## src/rtl/iob_aclint.sv

```systemverilog
// ACLINT-style machine timer + software interrupt block on the native valid/ready bus.
// Optional IOB_ACLINT_RTC_EN: mtime is clocked by synchronised rt_clk rising edges instead of clk.
module iob_aclint #(
  parameter int ADDR_W     = 16,
  parameter int DATA_W     = 32,
  parameter int N_HARTS    = 1,
  parameter int MTIME_W    = 64,
  parameter int PRESCALE_W = 16
) (
  input  logic                  clk,
  input  logic                  rst,
`ifdef IOB_ACLINT_RTC_EN
  input  logic                  rt_clk,
`endif
  input  logic                  valid,
  input  logic [ADDR_W-1:0]     address,
  input  logic [DATA_W-1:0]     wdata,
  input  logic [DATA_W/8-1:0]   wstrb,
  output logic [DATA_W-1:0]     rdata,
  output logic                  ready,
  output logic [N_HARTS-1:0]    mtip,
  output logic [N_HARTS-1:0]    msip
);

  localparam int WA_W = ADDR_W - 2;
  localparam int HI_W = MTIME_W - 32;
  localparam int CMP_BASE = 32'h1000;
  localparam logic [WA_W-1:0] PRESCALE_WA = WA_W'(32'h2FFC);
  localparam logic [WA_W-1:0] CTRL_WA     = WA_W'(32'h2FFD);
  localparam logic [WA_W-1:0] MTIME_LO_WA = WA_W'(32'h2FFE);
  localparam logic [WA_W-1:0] MTIME_HI_WA = WA_W'(32'h2FFF);

  logic [WA_W-1:0]       word_addr;
  logic                  unused_addr;
  logic                  wr_en, rd_en;
  logic                  prescale_sel, ctrl_sel, mtime_lo_sel, mtime_hi_sel;
  logic [MTIME_W-1:0]    mtime_reg;
  logic [HI_W-1:0]       snapshot_reg;
  logic [PRESCALE_W-1:0] prescale_reg, count_reg;
  logic                  en_reg;
  logic                  tick_src, tick;
  logic [DATA_W-1:0]     rdata_reg;
  logic                  ready_reg;
  logic [31:0]           rd_mux;
  logic [31:0]           hart_rdata [N_HARTS];

  assign word_addr    = address[ADDR_W-1:2];
  assign unused_addr  = ^address[1:0];
  assign wr_en        = valid & (|wstrb);
  assign rd_en        = valid & ~(|wstrb);
  assign prescale_sel = (word_addr == PRESCALE_WA);
  assign ctrl_sel     = (word_addr == CTRL_WA);
  assign mtime_lo_sel = (word_addr == MTIME_LO_WA);
  assign mtime_hi_sel = (word_addr == MTIME_HI_WA);

`ifdef IOB_ACLINT_RTC_EN
  // Two synchroniser stages, third stage only remembers the previous level for edge detection.
  logic [2:0] rt_sync_reg;
  always_ff @(posedge clk) begin
    if (rst) rt_sync_reg <= '0;
    else     rt_sync_reg <= {rt_sync_reg[1:0], rt_clk};
  end
  assign tick_src = rt_sync_reg[1] & ~rt_sync_reg[2];
`else
  assign tick_src = 1'b1;
`endif

  assign tick = en_reg & tick_src & (count_reg == prescale_reg);

  always_ff @(posedge clk) begin
    if (rst) begin
      prescale_reg <= '0;
      en_reg       <= 1'b1;
      count_reg    <= '0;
    end else begin
      if (wr_en && prescale_sel) prescale_reg <= wdata[PRESCALE_W-1:0];
      if (wr_en && ctrl_sel)     en_reg       <= wdata[0];
      if ((wr_en && prescale_sel) || (wr_en && ctrl_sel && !wdata[0]))
        count_reg <= '0;
      else if (en_reg && tick_src)
        count_reg <= tick ? '0 : count_reg + PRESCALE_W'(1);
    end
  end

  // A bus write to either half of mtime takes priority and swallows a coincident tick.
  always_ff @(posedge clk) begin
    if (rst) begin
      mtime_reg    <= '0;
      snapshot_reg <= '0;
    end else begin
      if (wr_en && mtime_lo_sel)      mtime_reg[31:0]         <= wdata[31:0];
      else if (wr_en && mtime_hi_sel) mtime_reg[MTIME_W-1:32] <= wdata[HI_W-1:0];
      else if (tick)                  mtime_reg               <= mtime_reg + MTIME_W'(1);
      if (rd_en && mtime_lo_sel)      snapshot_reg            <= mtime_reg[MTIME_W-1:32];
    end
  end

  generate
    for (genvar gi = 0; gi < N_HARTS; gi++) begin : g_hart
      logic               msip_sel, cmp_lo_sel, cmp_hi_sel;
      logic [MTIME_W-1:0] mtimecmp_reg;
      logic               msip_reg, mtip_reg;

      assign msip_sel   = (word_addr == WA_W'(gi));
      assign cmp_lo_sel = (word_addr == WA_W'(CMP_BASE + 2*gi));
      assign cmp_hi_sel = (word_addr == WA_W'(CMP_BASE + 2*gi + 1));

      always_ff @(posedge clk) begin
        if (rst) begin
          mtimecmp_reg <= '1;
          msip_reg     <= 1'b0;
          mtip_reg     <= 1'b0;
        end else begin
          if (wr_en && cmp_lo_sel) mtimecmp_reg[31:0]         <= wdata[31:0];
          if (wr_en && cmp_hi_sel) mtimecmp_reg[MTIME_W-1:32] <= wdata[HI_W-1:0];
          if (wr_en && msip_sel)   msip_reg                   <= wdata[0];
          mtip_reg <= (mtime_reg >= mtimecmp_reg);
        end
      end

      assign msip[gi] = msip_reg;
      assign mtip[gi] = mtip_reg;
      assign hart_rdata[gi] = msip_sel   ? {31'b0, msip_reg} :
                              cmp_lo_sel ? mtimecmp_reg[31:0] :
                              cmp_hi_sel ? 32'(mtimecmp_reg[MTIME_W-1:32]) : 32'b0;
    end
  endgenerate

  // Hart decodes are mutually exclusive with each other and with the global registers.
  always_comb begin
    rd_mux = '0;
    for (int h = 0; h < N_HARTS; h++) rd_mux = rd_mux | hart_rdata[h];
    if (prescale_sel)      rd_mux = 32'(prescale_reg);
    else if (ctrl_sel)     rd_mux = {31'b0, en_reg};
    else if (mtime_lo_sel) rd_mux = mtime_reg[31:0];
    else if (mtime_hi_sel) rd_mux = 32'(snapshot_reg);
  end

  always_ff @(posedge clk) begin
    if (rst) begin
      rdata_reg <= '0;
      ready_reg <= 1'b0;
    end else begin
      rdata_reg <= rd_en ? rd_mux : '0;
      ready_reg <= valid;
    end
  end

  assign rdata = rdata_reg;
  assign ready = ready_reg;

endmodule

```

## config.mk

```make
export PLATFORM = sky130hd
export DESIGN_NAME = iob_aclint
export DESIGN_NICKNAME = d
export VERILOG_FILES = /design/src/rtl/iob_aclint.sv
export SDC_FILE = /design/constraint.sdc
export NUM_CORES = 1
export LEC_CHECK = 0
export CELL_PAD_IN_SITES_DETAIL_PLACEMENT = 2
export CELL_PAD_IN_SITES_GLOBAL_PLACEMENT = 2
export CORE_MARGIN = 4
export CORE_UTILIZATION = 35
export CTS_CLUSTER_DIAMETER = 120
export CTS_CLUSTER_SIZE = 25
export DETAILED_ROUTE_END_ITERATION = 8
export DONT_BUFFER_PORTS = 1
export PLACE_DENSITY_LB_ADDON = 0.1
export SLEW_MARGIN = 10
export SYNTH_ARGS = -nofsm -noshare
export SYNTH_HDL_FRONTEND = slang
export SYNTH_SLANG_ARGS = --single-unit
```

## constraint.sdc

```tcl
create_clock -name clk -period 2.4 [get_ports clk]
set_clock_uncertainty 0.05 [all_clocks]
set_input_delay 0.48 -clock clk [delete_from_list [all_inputs] [get_ports clk]]
set_output_delay 0.48 -clock clk [all_outputs]
set_load 0.05 [all_outputs]
```

# After elaboration in Yosys (flattened, before gate mapping)
# Index checks and enable logic that the tools add are counted.
# classes
n_addsub,2
muxes,12
bitwise_logic,6
reduce_logical,20
eq_ne,8
n_lt_le_gt_ge,1
# ops
cell,n
32-bit 2-to-1 mux,8
64-bit by 1-bit adder with 64-bit output (second input constant),1
64-bit greater-or-equal comparator,1
64-bit 2-to-1 mux,1
14-bit == test (second input constant),4
16-bit 2-to-1 mux,3
14-bit by 13-bit == test with 1-bit output (second input constant),2
16-bit by 1-bit adder with 16-bit output (second input constant),1
16-bit == test,1
14-bit zero test,1
1-bit logical AND,9
4-bit OR reduction,2
2-bit AND reduction,2
2-bit nonzero test,2
2-bit OR reduction,2
1-bit AND,3
1-bit inverter,3
2-bit != test (second input constant),1
1-bit zero test,1
1-bit logical OR,1
# totals
elab_cells,62
out_inout_bits,35
input_bits,55
ff_bits,228

# Depth between registers and ports, before layout
# Gate-level depths: netlist (run 1).
# logic_depth
depth_word,8
mapped_depth,10
ltp_nobuf,8

# Least setup slack after synthesis (run 1)
# OpenSTA, ideal clock, no wires.
# synth_path
path_kind,input to register
startpoint,in wstrb[1]
endpoint,reg mtime_reg[27]
cell_stages,8
arrival_time_ns,2.285
required_time_ns,2.259
path_slack_ns,-0.026
n_path_buf,2
cell_sequence,o41a_1 -> nand2_1 -> or3_1 -> buf_4 -> nand3_4 -> buf_6 -> or4_1 -> a311oi_1
# synth_between
elab_chain_len,5
# synth_lines
item,line,text
"start, declared",18,"input logic [DATA_W/8-1:0] wstrb,"
4-bit OR reduction (*),49,assign wr_en = valid & (|wstrb);
1-bit AND (*),49,
1-bit logical AND (on tied branches),"91, 92",
2-bit != test (no source line) or 2-bit nonzero test (tied branches),--,
2-bit AND reduction (no source line),--,
"end signal, assigned",91,if (wr_en && mtime_lo_sel) mtime_reg[31:0] <= wdata[31:0];
"end signal, assigned by index",92,else if (wr_en && mtime_hi_sel) mtime_reg[MTIME_W-1:32] <= wdata[HI_W-1:0];
"end signal, assigned",93,else if (tick) mtime_reg <= mtime_reg + MTIME_W'(1);
"end, declared",37,logic [MTIME_W-1:0] mtime_reg;
# Mark *: on every way between the ends. The rest lies on a longest branch, timed or not.
# A chain may end at the register's enable or synchronous reset.

# Worst setup path after layout (run 1)
# layout_path
startpoint,reg prescale_reg[4]
endpoint,reg mtime_reg[5]
# layout_between
elab_chain_len,4
# layout_lines
item,line,text
"start, declared",39,"logic [PRESCALE_W-1:0] prescale_reg, count_reg;"
"start signal, assigned",76,if (wr_en && prescale_sel) prescale_reg <= wdata[PRESCALE_W-1:0];
16-bit == test,68,assign tick = en_reg & tick_src & (count_reg == prescale_reg);
1-bit AND,68,
2-bit nonzero test (no source line),--,
2-bit AND reduction (no source line),--,
# No other way between the ends.

==> results of run 1 <==
-- cells in the mapped netlist (all sizes together), types with 17 or more instances --
cell type / instances
a211oi: 23
a21oi: 98
a221oi: 19
a222oi: 17
a311oi: 18
and3: 19
buf: 19
clkbuf: 91
dfxtp: 228
ha: 66
inv: 79
nand2: 257
nand3: 67
nand4: 46
nor2: 115
nor3: 22
nor4: 25
o211ai: 73
o21ai: 33
o31ai: 18
or4: 23
xnor2: 27
-- layout make-up --
type	count	area [µm²]	share of cell area
multi-input cells	1142	7450	0.482
flip-flops and latches	228	4590	0.297
inverters	79	298	0.0193
clock inverters	4	55.1	0.00356
clock buffers	13	325	0.0210
repair buffers	253	2160	0.140
well taps	461	577	0.0373
-- cells by family after synthesis --
group / Yosys count
AO/OA/AOI/OAI: 397
AND/OR/NAND/NOR: 624
buffers and inverters: 189
adder cells (fa/ha/maj): 66
XOR/XNOR: 38
flip-flops: 228
multiplexers: 17
-- routing by layer --
layer  vias up  routed length (µm)  GRT usage
met5         -                   0          0
met4         0                1720     0.0722
met3        67                2220     0.0295
met2       280               29800      0.532
met1      6789               24100      0.354
li1       6037                   -          -
-- per-stage QoR --
| stage | cells | worst slack, ns | hold WS [ns] |
|---|---|---|---|
| after floorplan | 1559 | 0.00794 | 0.378 |
| after global placement | 2152 | -0.133 | 0.382 |
| after detailed placement | 2152 | -0.177 | 0.392 |
| after CTS | 2173 | -0.00736 | 0.0000613 |
| after global routing | 2180 | -0.0530 | 0.0134 |
| final | 2180 | 0.0190 | 0.0266 |
-- what timing repair did --
action                                  CTS  global route
buffers inserted                          2             7
hold buffers                              2             1
hold endpoints to repair                 27             4
resized for setup                        15            50
pin swaps                                 5            18
endpoints found under the setup margin   38            40
-- power by group through the flow --
| stage | clock, W | sequential [W] | combinational (W) |
|---|---|---|---|
| 3_5_place_dp | 0 | 0.00389 | 0.000208 |
| 5_1_grt | 0.00275 | 0.00381 | 0.000249 |
| 2_1_floorplan | 0 | 0.00390 | 0.000145 |
| 4_1_cts | 0.00263 | 0.00381 | 0.000225 |
| 6_report | 0.00256 | 0.00380 | 0.000237 |
| 3_3_place_gp | 0 | 0.00389 | 0.000202 |
-- cells in the final DEF, fill, tap and decap left out, types with 8 or more instances in the layout --
cell / instances
nor4_2: 8
a222oi_1: 17
a311oi_1: 15
o21ai_0: 32
nor4_1: 12
clkbuf_16: 13
dfxtp_2: 15
a221oi_1: 19
or3_1: 8
nor3_1: 19
buf_4: 226
xnor2_1: 27
mux2_2: 12
nor2_1: 111
a22oi_1: 14
and3_1: 17
buf_12: 19
o22ai_1: 8
o31ai_1: 18
nand4_1: 45
nand2_1: 252
nand3_1: 64
inv_1: 78
dfxtp_1: 212
ha_1: 66
a21oi_1: 97
xor2_1: 11
o211ai_1: 73
or4_1: 18
a211oi_1: 22
-- final timing paths --
path	start	end	slack [ns]	depth (start not counted)
max	prescale_reg[4]	mtime_reg[5]	0.02	7
max reg2reg	prescale_reg[4]	mtime_reg[5]	0.02	7
min	rst	msip	0.03	1
min reg2reg	snapshot_reg[21]	snapshot_reg[21]	0.41	2
==> flow_metrics.env, run 1 <==
export IMPL_clock_latency_ns=0.50
export IMPL_max_freq_mhz=420
export IMPL_placed_cell_area_mm2=0.0147
export IMPL_fp_row_count=69
export IMPL_period_needed_ns=2.38
export IMPL_synth_fp_nets=1680
export IMPL_pwr_density_cell_mw_per_mm2=427
export IMPL_root_buffer="clkbuf_16"
export IMPL_synth_area_top_cells="dfxtp_1 36%, nand2_1 7.6%, ha_1 6.6%"
export IMPL_num_nets_final=1838
export IMPL_ir_worst_vdd_uv=441
export IMPL_crit_family="simple AND/OR/NAND/NOR gates"
export IMPL_die_area_mm2=0.0390
export IMPL_slew_headroom=0.612
export IMPL_wl_per_cell_um=26.6
export IMPL_synthesis_area_mm2=0.0126
export IMPL_start_util=0.354
export IMPL_place_congestion=0.909
export IMPL_ioPinCount=90
export IMPL_synth_adder_area_share=0.0657
export IMPL_grt_overflow=0
export IMPL_crit_type="flop to flop"
export IMPL_clock_sinks=228
export IMPL_yosys_area_share_simple=0.240
export IMPL_via_count=13200
export IMPL_clk_pin_slew_ns=0.11
export IMPL_crit_buf_inv=1
export IMPL_final_area_mm2=0.0155
export IMPL_p_comb_frac=0.036
export IMPL_io_buffers=0
export IMPL_routed_via_density=6.04
export IMPL_worstPathArrival_ns=2.74
export IMPL_avgSynthCellArea_um2=8.07
export IMPL_synth_cell_type_count=82
export IMPL_ys_warn_count=0
export IMPL_drcViolationCount=0
export IMPL_antenna_found_initial=0
export IMPL_cts_max_level=1
export IMPL_ant_nets=0
export IMPL_tns_ns=0
export IMPL_grt_max_degree=83
export IMPL_path_max_fanout=9
export IMPL_fp_dieW_um=198
export IMPL_synth_top_family_by_area="simple AND/OR/NAND/NOR gates"
export IMPL_setup_viol=0
export IMPL_final_period_utilization=0.992
export IMPL_drv_cap=0
export IMPL_required_ns=2.76
export IMPL_hold_viol=0
export IMPL_grt_pass1_vias=14100
export IMPL_grt_pass1_wl_um=87200
export IMPL_dr_pass1_iters=5
export IMPL_swShare=0.243
export IMPL_synth_compound_area_share=0.224
export IMPL_internal_power_w=0.00500
export IMPL_fp_dieH_um=198
export IMPL_synthMuxAreaShare=0.0147
export IMPL_drt_iter0_drc=735
export IMPL_num_antenna_cells=0
export IMPL_worst_pin_slew_ns=0.580
export IMPL_syn2layout_area_growth_pct=22.9
export IMPL_ys_seq_area_frac=0.363
export IMPL_num_fill_cells=3998
export IMPL_p_switching_w=0.00160
export IMPL_crit_path_max_incr_delay_ns=0.51
export IMPL_status="completed"
export IMPL_clockBufferDepth=3
export IMPL_drive_above_1_share=0.209
export IMPL_synth_xor_area_frac=0.0265
export IMPL_synthArstFlopShare=0
export IMPL_synth_ff_type="dfxtp_1"
export IMPL_slowest_stage="or4_1"
export IMPL_yosys_area_top_type_share=0.363
export IMPL_numCtsBuffers=13
export IMPL_endpoint_kind="flop"
export IMPL_core_mm2=0.0355
export IMPL_grt_total_usage=0.287
export IMPL_cts_tree="yes"
export IMPL_synth_seq_cells=228
export IMPL_post_route_util=0.436
export IMPL_yosys_area_top_type="dfxtp_1"
export IMPL_drv_slew=0
export IMPL_routed_wl_um=57900
export IMPL_p_leak_nw=6.30
export IMPL_hold_class="primary input to flop"
export IMPL_pwr_share_clk=0.388
export IMPL_p_total_w=0.00660
export IMPL_synth_edf_count=0
export IMPL_synthCells=1559
export IMPL_seqPwrFrac=0.576
export IMPL_path_cells="xor2_1 > nor4_4 > and2_4 > nand3_4 > buf_12 > or4_1 > a311oi_2"
export IMPL_dp_hpwl_um=43000
export IMPL_start_kind="flop"
(Power assumes the default switching activity.)
==> inputs of run 2 (changes only) <==
--- a/config.mk
+++ b/config.mk
@@ -8,7 +8,7 @@
 export CELL_PAD_IN_SITES_DETAIL_PLACEMENT = 2
 export CELL_PAD_IN_SITES_GLOBAL_PLACEMENT = 2
 export CORE_MARGIN = 4
-export CORE_UTILIZATION = 35
+export CORE_UTILIZATION = 30
 export CTS_CLUSTER_DIAMETER = 120
 export CTS_CLUSTER_SIZE = 25
 export DETAILED_ROUTE_END_ITERATION = 8
==> run 2 against run 1 <==
Setup slack gained 0.018 ns. Final area grew 4.1%. Die area grew 16%. Clock power shrank 4%. Non-clock buffer count grew 31. Routed wire length grew 7.8%. Sequential power is essentially flat. Total power shrank 0.74%. Sequential cell count is the same. Register-to-register slack gained 0.02 ns. First-iteration DRC count grew 4.4%. Critical path depth grew 1.
==> flow_metrics.env, run 2 (synthesis results as in run 1) <==
export IMPL_ioPinCount=90
export IMPL_worstPathArrival_ns=2.73
export IMPL_fp_row_count=74
export IMPL_required_ns=2.77
export IMPL_grt_pass1_wl_um=92600
export IMPL_start_util=0.306
export IMPL_root_buffer="clkbuf_16"
export IMPL_p_leak_nw=6.55
export IMPL_final_area_mm2=0.0161
export IMPL_die_area_mm2=0.0453
export IMPL_hold_worst_slack_ns=0.0301
export IMPL_cts_max_level=1
export IMPL_pwr_density_cell_mw_per_mm2=407
export IMPL_routed_wl_um=62400
export IMPL_placed_cell_area_mm2=0.0148
export IMPL_ir_worst_vdd_uv=337
export IMPL_fp_dieH_um=213
export IMPL_ant_nets=0
export IMPL_io_buffers=0
export IMPL_dp_hpwl_um=44300
export IMPL_grt_total_usage=0.269
export IMPL_grtUsageMet2=0.483
export IMPL_endpoint_kind="flop"
export IMPL_clockBufferDepth=3
export IMPL_hold_viol=0
export IMPL_top_usage_layer="met2"
export IMPL_grt_pass1_vias=14500
export IMPL_cts_tree="yes"
export IMPL_routed_via_density=5.75
export IMPL_antenna_found_initial=2
export IMPL_setup_viol=0
export IMPL_fp_dieW_um=213
export IMPL_clock_latency_ns=0.51
export IMPL_crit_type="flop to flop"
export IMPL_globalRouteMet3Util=0.0389
export IMPL_max_freq_mhz=423
export IMPL_wl_per_cell_um=27.3
export IMPL_worst_pin_slew_ns=0.867
export IMPL_grt_max_degree=65
export IMPL_path_max_fanout=5
export IMPL_drv_slew=0
export IMPL_clock_sinks=228
export IMPL_via_count=13100
export IMPL_start_kind="flop"
export IMPL_layout_commonest_cell="nand2_1"
export IMPL_numCtsBuffers=13
export IMPL_syn2layout_area_growth_pct=28.0
export IMPL_drt_iter0_drc=767
export IMPL_drv_cap=0
export IMPL_dr_pass1_iters=6
export IMPL_num_antenna_cells=0
export IMPL_status="completed"
export IMPL_hold_class="primary input to flop"
export IMPL_drcViolationCount=0
export IMPL_tns_ns=0
export IMPL_place_congestion=0.866
export IMPL_drive_above_1_share=0.248
export IMPL_final_period_utilization=0.985
export IMPL_period_needed_ns=2.36
export IMPL_grt_met1_usage=0.321
export IMPL_grt_overflow=0
export IMPL_slew_headroom=0.420
export IMPL_core_mm2=0.0411
export IMPL_rsz0062_at_grt="yes"
export IMPL_final_cell_mix="253 x nand2_1, 249 x buf_4, 199 x dfxtp_1, 109 x nor2_1, 97 x a21oi_1"
export IMPL_clk_pin_slew_ns=0.11
export IMPL_num_nets_final=1871
export IMPL_p_total_w=0.00655
-- run 2: cell count changes in the layout (fill, tap and decap cells not counted), moves of 4 or more --
cell,previous run,this run
a211oi_1,22,18
a311oi_1,15,10
a311oi_2,3,8
buf_4,226,249
dfxtp_1,212,199
dfxtp_2,15,29
dlygate4sd3_1,2,6
o31ai_1,18,12
o31ai_2,0,4
or4_1,18,14
or4_4,5,9
xnor2_1,27,22
xnor2_2,0,5
-- run 2: through the flow --
step	setup WS [ns]	utilization	instances
after CTS	-0.0231	0.377	2270
after global placement	-0.262	0.361	2236
after detailed placement	-0.293	0.361	2236
final	0.0369	0.392	2284
after global routing	-0.0654	0.392	2284
after floorplan	0.00794	-	1559
-- run 2: power by group --
group,switching (W),total (W),internal [W]
registers,0.0000233,0.00382,0.00379
logic,0.000177,0.000275,0.0000978
clock network,0.00145,0.00246,0.00101
-- run 2: worst paths after layout --
kind	startpoint	to	slack (ns)	depth (start not counted)
hold / removal	wdata[30]	mtime_reg[30]	0.03	2
hold reg to reg	g_hart[0].mtimecmp_reg[26]	rdata[26]	0.40	2
setup reg to reg	count_reg[7]	mtime_reg[27]	0.04	8
setup / recovery	count_reg[7]	mtime_reg[27]	0.04	8
-- run 2: worst max-delay path, stage by stage (launching register included) --
cell	delay (ns)
dfxtp_2	0.35
xor2_1	0.18
nor4_4	0.29
buf_4	0.19
and2_4	0.20
buf_12	0.13
nand3_4	0.13
or4_4	0.53
a311oi_2	0.21
-- run 2: area by class of cell --
class / count / area [µm²]
clock buffers: 14 / 329
well taps: 532 / 666
inverters: 79 / 298
multi-input cells: 1144 / 7700
clock inverters: 3 / 30.0
repair buffers: 284 / 2470
fillers: 4662 / 25000
flip-flops and latches: 228 / 4600
-- run 2: layer usage --
metal | part of all wire | wire length [µm]
met5 | 0.00021 | 13
met4 | 0.048 | 3020
met3 | 0.040 | 2520
met2 | 0.50 | 31100
met1 | 0.41 | 25800
-- run 2: timing repair --
item	in CTS	in global routing
pin swaps	13	27
gates resized for setup	31	90
endpoints found under the setup margin	35	42
buffers inserted	7	12
hold endpoints to repair	41	0
cloned	2	3
hold buffers	8	0
==> edit, RTL diff (config.mk and constraints of run 1) <==
Take the reset off `rdata_reg` and load it in a clocked block of its own.
--- a/src/rtl/iob_aclint.sv
+++ b/src/rtl/iob_aclint.sv
@@ -138,12 +138,14 @@
 
   always_ff @(posedge clk) begin
     if (rst) begin
-      rdata_reg <= '0;
       ready_reg <= 1'b0;
     end else begin
-      rdata_reg <= rd_en ? rd_mux : '0;
       ready_reg <= valid;
     end
+  end
+
+  always_ff @(posedge clk) begin
+    rdata_reg <= rd_en ? rd_mux : '0;
   end
 
   assign rdata = rdata_reg;
Formal check against the unedited RTL: differs if rst is asserted again (counterexample within 4 cycles, from zero or initial values and one cycle with rst high); with rst held inactive, the same outputs for 4 cycles.
==> edit against run 1 <==
The run now ends with setup timing left; worst setup slack worse by 0.41 ns; largest power group unchanged; routed wire length up 17%; cell area up 5.9%; synthesized area down 4.7%; non-clock buffer count up 50; worst hold slack worse by 0.0052 ns; critical path depth up 4; power up 1.4%; sequential cell count unchanged.
==> edit: results (changes against run 1) <==
metric	value	unit	change
grt_max_degree	65		-22%
worst_path_max_delay_cell	or4_4		
antenna_cells	0		unchanged
p_leak	0.006956	µW	+10%
first_pass_iters	8		+3
vdd_ir_drop_max	715.6	µV	+62%
first_global_vias	14420		+2.5%
preCtsSetupSlack	-0.5056	ns	-0.3287 ns
drv_slew	0		unchanged
vias_per_cell	6.280		+3.9%
cts_root_buf	clkbuf_16		
synth-main-ff-cell	dfxtp_1		
violations	setup timing		
critPathArrivalTime	3.15	ns	+0.41 ns
setup_viol	70		+70
worstHoldPathType	input pin to flip-flop		
grt_util_all_layers	0.3100		+0.02346
placed_area	14450	µm²	-1.7%
wire_per_inst	30.93	µm	+16%
status	finished, violations left		
tns	-11.01	ns	-11.01 ns
synth.distinct_cells	68		-17%
drtIter0Drc	1184		+61%
yosysWarnings	0		unchanged
numCtsBuffers	13		unchanged
cp_max_fo	6		-3
gp_congestion	0.9026		-0.66%
cts.path.max_buffers	3		unchanged
cpPeakStageDelay	0.59	ns	+0.08 ns
cts_max_level	1		unchanged
io_buffers	0		unchanged
met1_usage	0.3960		+0.04210
clkSlewWorstSetupHoldPaths	0.12	ns	
synth_area_leaders	dfxtp_1, nand2_1, ha_1, a21oi_1, o211ai_1		
critPathTopFamily	simple AND/OR/NAND/NOR gates		
clk_latency	0.53	ns	+0.03 ns
synth_nets	1628		-3.1%
num-nets-final	1854		+0.87%
grt_util_met2	0.5202		-0.01204
tightest_slew	1.182	ns	+0.6016 ns
yosys-top-cells-count	nand2_1, dfxtp_1, a21oi_1		
dpl.hpwl	40230	µm	-6.4%
grt_use_met3	0.05041		+0.02091
async_flop_share	0		unchanged
grt_pass1_wl	88360	µm	+1.4%
layout-drive-gt1-share	0.2825		+0.07367
seq_area_frac_synth	0.3809		+0.01796
antenna_found_initial	1		+1
fin_ws	-0.3912	ns	-0.4102 ns
hold_ws	0.02141	ns	-0.005181 ns
## edit: changes by cell type after synthesis, moves of 16 or more
cell | before | now
or4_1 | 21 | 5
a221oi_1 | 19 | 1
o21ai_0 | 32 | 66
nor2_1 | 115 | 93
a21oi_1 | 98 | 134
nand3_1 | 65 | 42
## edit: what timing repair did
action,in CTS,in global routing
pin swaps,43,73
hold buffers,18,0
gates resized for setup,107,151
hold endpoints to repair,32,0
setup buffers,7,16
cloned,1,1
endpoints found under the setup margin,63,66
## edit: worst register-to-register path, stage by stage (launching register included)
cell and delay (ns):
dfxtp_2 0.37, buf_4 0.16, and4_1 0.18, buf_4 0.15
nand3_1 0.17, or4_4 0.59, nor3_4 0.19, buf_4 0.18
buf_8 0.12, a31oi_1 0.11, o21ai_0 0.26, a31oi_1 0.15
## edit: area by class of cell
cell class,count,area (µm²)
multi-input cells,1109,7880
fillers,3638,17250
clock inverters,3,50.05
repair buffers,303,2631
clock buffers,17,350.3
flip-flops and latches,228,4601
inverters,78,295.3
well taps,448,560.5
## edit: cell families (layout without fill, tap and decap cells)
kind of cell	Yosys count	in the layout	synth area share
adders and majority gates	66	66	0.06891
muxes	5	5	0.004177
xor gates and xnor gates	56	56	0.04093
DFF	228	228	0.3809
and+or+nand+nor	562	562	0.2201
buffers and inverters	170	401	0.05357
AOI/OAI and AO/OA	420	420	0.2314
## edit: worst paths after layout
path	startpoint	to	cells after the start
worst max-delay path	mtime_reg[0]	mtime_reg[51]	11
worst min-delay path	valid	ready	1
worst max register to register	mtime_reg[0]	mtime_reg[51]	11
worst min register to register	g_hart[0].mtimecmp_reg[18]	rdata[18]	2
## edit: routing by layer
layer | routed length, µm | part of all wire | vias to the layer above
met3 | 4639 | 0.069 | 209
li1 | - | - | 5851
met4 | 3855 | 0.057 | 0
met5 | 0 | 0 | -
met2 | 32320 | 0.48 | 622
met1 | 26800 | 0.40 | 7047
## edit: report_power, final
group	switching [µW]	internal [µW]	leakage, µW
combinational	145	79.0	0.00491
clock	1520	1170	0.000195
sequential	8.21	3780	0.00185
## edit: per-stage QoR
step,total power [µW],std cells,utilization
2_1_floorplan,3966,1507,-
3_3_place_gp,3995,2128,0.4300
3_5_place_dp,3998,2128,0.4300
4_1_cts,6670,2173,0.4621
5_1_grt,6870,2186,0.4869
6_report,6698,2186,0.4869
